**src/rtl/button_bcd_counter_if.sv**
```systemverilog
// Button, direction and clear inputs plus BCD digit and status outputs of the
// button-driven two-digit counter.
interface button_bcd_counter_if;
    logic       i_Switch;
    logic       i_Dir;
    logic       i_Clear;
    logic [3:0] o_Ones;
    logic [3:0] o_Tens;
    logic       o_Wrap;
    logic       o_Pressed;

    modport master (
        output i_Switch, i_Dir, i_Clear,
        input  o_Ones, o_Tens, o_Wrap, o_Pressed
    );

    modport slave (
        input  i_Switch, i_Dir, i_Clear,
        output o_Ones, o_Tens, o_Wrap, o_Pressed
    );
endinterface

```
**src/rtl/button_bcd_counter.sv**
```systemverilog
// Debounced push-button driving a two-digit BCD up/down counter (00-99)
// with a wrap pulse and a synchronous clear.
module button_bcd_counter #(
    parameter int DEBOUNCE_LIMIT = 250000
) (
    input  logic                 i_Clk,
    input  logic                 i_Rst_n,
    button_bcd_counter_if.slave  bus
);
    localparam int              CNT_W    = $clog2(DEBOUNCE_LIMIT);
    localparam logic [CNT_W-1:0] CNT_LAST = CNT_W'(DEBOUNCE_LIMIT - 1);

    logic             sync_q1;
    logic             sync;
    logic             stable;
    logic [CNT_W-1:0] db_cnt;
    logic             count_pulse;
    logic [3:0]       ones;
    logic [3:0]       tens;
    logic             wrap;

    always_ff @(posedge i_Clk or negedge i_Rst_n) begin
        if (!i_Rst_n) begin
            sync_q1 <= 1'b0;
            sync    <= 1'b0;
        end else begin
            sync_q1 <= bus.i_Switch;
            sync    <= sync_q1;
        end
    end

    // Any sample matching the current level restarts qualification; the count
    // pulse is raised on the same edge that accepts a rising level.
    always_ff @(posedge i_Clk or negedge i_Rst_n) begin
        if (!i_Rst_n) begin
            stable      <= 1'b0;
            db_cnt      <= '0;
            count_pulse <= 1'b0;
        end else begin
            count_pulse <= 1'b0;
            if (sync == stable) begin
                db_cnt <= '0;
            end else if (db_cnt == CNT_LAST) begin
                stable      <= sync;
                db_cnt      <= '0;
                count_pulse <= sync;
            end else begin
                db_cnt <= db_cnt + 1'b1;
            end
        end
    end

    always_ff @(posedge i_Clk or negedge i_Rst_n) begin
        if (!i_Rst_n) begin
            ones <= 4'd0;
            tens <= 4'd0;
            wrap <= 1'b0;
        end else begin
            wrap <= 1'b0;
            if (bus.i_Clear) begin
                ones <= 4'd0;
                tens <= 4'd0;
            end else if (count_pulse) begin
                if (bus.i_Dir) begin
                    if (ones != 4'd9) begin
                        ones <= ones + 4'd1;
                    end else begin
                        ones <= 4'd0;
                        if (tens != 4'd9) begin
                            tens <= tens + 4'd1;
                        end else begin
                            tens <= 4'd0;
                            wrap <= 1'b1;
                        end
                    end
                end else begin
                    if (ones != 4'd0) begin
                        ones <= ones - 4'd1;
                    end else begin
                        ones <= 4'd9;
                        if (tens != 4'd0) begin
                            tens <= tens - 4'd1;
                        end else begin
                            tens <= 4'd9;
                            wrap <= 1'b1;
                        end
                    end
                end
            end
        end
    end

    assign bus.o_Ones    = ones;
    assign bus.o_Tens    = tens;
    assign bus.o_Wrap    = wrap;
    assign bus.o_Pressed = stable;
endmodule

```
**src/flat_wrapper.sv**
```systemverilog
// flat-port wrapper written by rule: the top's interface ports become plain ports
module button_bcd_counter_flat 
#(
    parameter int DEBOUNCE_LIMIT = 250000
)
  (i_Clk, i_Rst_n, bus_i_Switch, bus_i_Dir, bus_i_Clear, bus_o_Ones, bus_o_Tens, bus_o_Wrap, bus_o_Pressed);
  button_bcd_counter_if bus_i ();
  input  logic i_Clk;
  input  logic i_Rst_n;
  input wire logic [$bits(bus_i.i_Switch)-1:0] bus_i_Switch;
  input wire logic [$bits(bus_i.i_Dir)-1:0] bus_i_Dir;
  input wire logic [$bits(bus_i.i_Clear)-1:0] bus_i_Clear;
  output wire logic [$bits(bus_i.o_Ones)-1:0] bus_o_Ones;
  output wire logic [$bits(bus_i.o_Tens)-1:0] bus_o_Tens;
  output wire logic [$bits(bus_i.o_Wrap)-1:0] bus_o_Wrap;
  output wire logic [$bits(bus_i.o_Pressed)-1:0] bus_o_Pressed;
  assign bus_i.i_Switch = bus_i_Switch;
  assign bus_i.i_Dir = bus_i_Dir;
  assign bus_i.i_Clear = bus_i_Clear;
  assign bus_o_Ones = bus_i.o_Ones;
  assign bus_o_Tens = bus_i.o_Tens;
  assign bus_o_Wrap = bus_i.o_Wrap;
  assign bus_o_Pressed = bus_i.o_Pressed;
  button_bcd_counter #(.DEBOUNCE_LIMIT(DEBOUNCE_LIMIT)) u_core (.i_Clk(i_Clk), .i_Rst_n(i_Rst_n), .bus(bus_i));
endmodule
```
**config.mk**
```make
export PLATFORM = sky130hd
export DESIGN_NAME = button_bcd_counter_flat
export DESIGN_NICKNAME = d
export VERILOG_FILES = /design/src/rtl/button_bcd_counter_if.sv /design/src/rtl/button_bcd_counter.sv /design/src/flat_wrapper.sv
export SDC_FILE = /design/constraint.sdc
export NUM_CORES = 1
export LEC_CHECK = 0
export CAP_MARGIN = 20
export CORE_UTILIZATION = 55
export DETAILED_ROUTE_END_ITERATION = 8
export PLACE_DENSITY = 0.73
export SLEW_MARGIN = 25
export SYNTH_ARGS = -nofsm -noshare
export SYNTH_HDL_FRONTEND = slang
export SYNTH_SLANG_ARGS = --single-unit
```
**constraint.sdc**
```tcl
create_clock -name i_Clk -period 2.2 [get_ports i_Clk]
set_input_delay 0.44 -clock i_Clk [delete_from_list [all_inputs] [get_ports i_Clk]]
set_output_delay 0.44 -clock i_Clk [all_outputs]
set_load 0.05 [all_outputs]
```
==> out/metrics.yaml <==
vias_per_cell: 5.923
ys_seq_area_frac: 0.4192
synth_edf_count: 0
powerDensity_nw_per_um2: 648.8
vias: 1546
rows: 20
numCtsBuffers: 5
r2r_slack_ns: 0.18
synth_top_area_share: 0.4192
cts_hold_buf: 0
cts_num_sinks: 31
tns_ns: 0
peakVddDrop_mv: 0.4887
wire_per_inst_um: 15.43
rsz0062_at_grt: "no"
drive_above_1_share: 0.1475
wirelength_mm: 4.026
diodes: 0
dp_slack_ns: 0.1320
whs_ns: 0.3698
dp_hpwl_mm: 2.881
fin_cells: 261
p_leak_nw: 0.9594
cts_root_buf: "clkbuf_4"
die_h_um: 60.01
grt_max_degree: 32
area_delta_synth_final_pct: 18.39
min_path_cells: 0
io_buffers: 14
drv_cap: 0
arrival_ns: 1.69
async_flop_share: 1.000
ant_nets: 0
core_sq_um: 3128
ios: 15
htreeDepth: 2
min_to: "u_core.sync"
final_util: 0.7004
ys.flop_type: "dfrtp_1"
synth_area_leaders: "dfrtp_1 (42%), ha_1 (6.1%), nor2_1 (5.3%)"
drc_errors: 0
ys_warn_count: 0
place_congestion: 0.8863
synth.most_common_cell: "dfrtp_1"
die_w_um: 60.01
ys_types: 49
antenna_found_initial: 0
critPathKind: "reg2out"
clkSlewWorstSetupHoldPaths_ns: 0.11
min_from: "u_core.sync_q1"
numPlacedInstances: 253
max-slew-margin-rel: 0.6581
clock_path_buffers: 2
grt_usage: 0.2596
startpoint_type: "register"
drt_iter0_drc: 125
min_period_ns: 2.126
clock_latency_ns: 0.34
synth_cells: 193
reg2reg_depth: 5
fmax_mhz: 470.4
cts_tree: "built"
n_fill_cell: 261
finalCritPeriodShare: 0.9663
avgSynthCellArea_sq_um: 9.588
finalHoldViolations: 0
initial_utilization: 0.5916
setup_ws_ns: 0.07410
worstReg2RegStart: "u_core.bus.o_Tens[1]"
reg2reg_to: "u_core.bus.o_Wrap"
setup_viol: 0
grt_pass1_vias: 1509
crit_path_end_kind: "primary output"
tightest_slew_ns: 0.5120
layout.nets: 230
maxSlewViolCount: 0
grt_remaining_overflow: 0
cp.required_ns: 1.76
finClkSkew_ns: 0.01411
dr.pass1.iters: 5
netlist_area_sq_um: 1851
worstHoldPathType: "reg2reg"
synthTopCellsByCount: "dfrtp_1 (31), nor2_1 (26), xnor2_1 (11)"
status: "finished clean"
syn-num-nets: 207
critPathMaxFanout: 9
yosysTopAreaCell: "dfrtp_1"
dieArea_sq_um: 3601
ys_seq_elements: 31
grt_pass1_wl_mm: 6.796
[through the flow]
stage | instance area [sq um] | power, mW
after CTS | 2171 | 1.424
after floorplan | 1851 | 0.8403
after global routing | 2191 | 1.484
final | 2191 | 1.421
after global placement | 2085 | 0.9396
after detailed placement | 2085 | 0.9547
[worst max-delay path, stage by stage (launching register included)]
cell	delay, ns
dfrtp_1	0.37
buf_4	0.17
clkdlybuf4s50_1	0.81
[area by class of cell]
cell class                      count  area [sq um]  share of cell area
Clock buffer                        6         51.30             0.02342
Multi-Input combinational cell    146          1021              0.4660
Sequential cell                    31         775.7              0.3541
Inverter                            8         30.03             0.01371
Timing Repair Buffer               24         222.7              0.1017
Clock inverter                      2         35.03             0.01599
Tap cell                           44         55.05             0.02513
[metal layers]
metal,track usage,part of all wire,vias to the layer above
li1,-,-,746
met1,0.3287,0.44,739
met2,0.4127,0.49,50
met3,0.07792,0.048,11
met4,0.1063,0.017,0
met5,0,0,-
[flip-flops by register name (all words and copies together), names as in the netlist]
signal / flops
u_core.sync_q1: 1
u_core.bus.o_Wrap: 1
u_core.sync: 1
u_core.db_cnt: 18
u_core.count_pulse: 1
u_core.bus.o_Pressed: 1
u_core.bus.o_Tens: 4
u_core.bus.o_Ones: 4
[kinds of logic after synthesis]
| kind of cell | after synthesis | share of synthesized area |
|---|---|---|
| compound gates | 33 | 0.1312 |
| xor+xnor | 16 | 0.07572 |
| fa+ha+maj | 9 | 0.06085 |
| buf+inv | 16 | 0.03583 |
| flops | 31 | 0.4192 |
| mux | 3 | 0.01961 |
| simple gates | 85 | 0.2576 |
[cell usage in the layout (no fill, tap or decap), types with 3 or more instances in the layout]
cell type	instances
nand3_1	7
xor2_1	5
nor2_1	26
clkdlybuf4s50_1	11
nand2_1	9
buf_4	10
a21oi_1	4
clkbuf_4	5
inv_1	8
nor3_1	10
nand2b_1	3
o21ai_0	9
nor4_1	7
nand4_1	5
o31ai_1	3
ha_1	9
dlymetal6s2s_1	3
dfrtp_1	31
xnor2_1	11
[worst max path at each step]
stage          cells past startpoint                   end            startpoint
2_1_floorplan                      5  u_core.bus.o_Tens[1]  u_core.bus.o_Ones[1]
4_1_cts                            1         bus_o_Ones[0]  u_core.bus.o_Ones[0]
3_5_place_dp                       6  u_core.bus.o_Tens[2]  u_core.bus.o_Ones[0]
6_report                           2         bus_o_Tens[0]  u_core.bus.o_Tens[0]
5_1_grt                            1         bus_o_Ones[3]  u_core.bus.o_Ones[3]
3_3_place_gp                       4  u_core.bus.o_Tens[1]           bus_i_Clear
[where the power goes]
group	leakage (nW)	switching [mW]	total [mW]	internal, mW
logic	0.490	0.184	0.310	0.126
registers	0.421	0.0437	0.638	0.594
clock network	0.0482	0.205	0.473	0.268
total	0.959	0.433	1.42	0.988
[what timing repair did]
item	4_1_cts	5_1_grt
endpoints found under the hold margin	0	0
gates resized for setup	0	5
setup endpoints to repair	0	4
setup buffers	0	0
No activity file was read; power rests on OpenSTA's default activity.
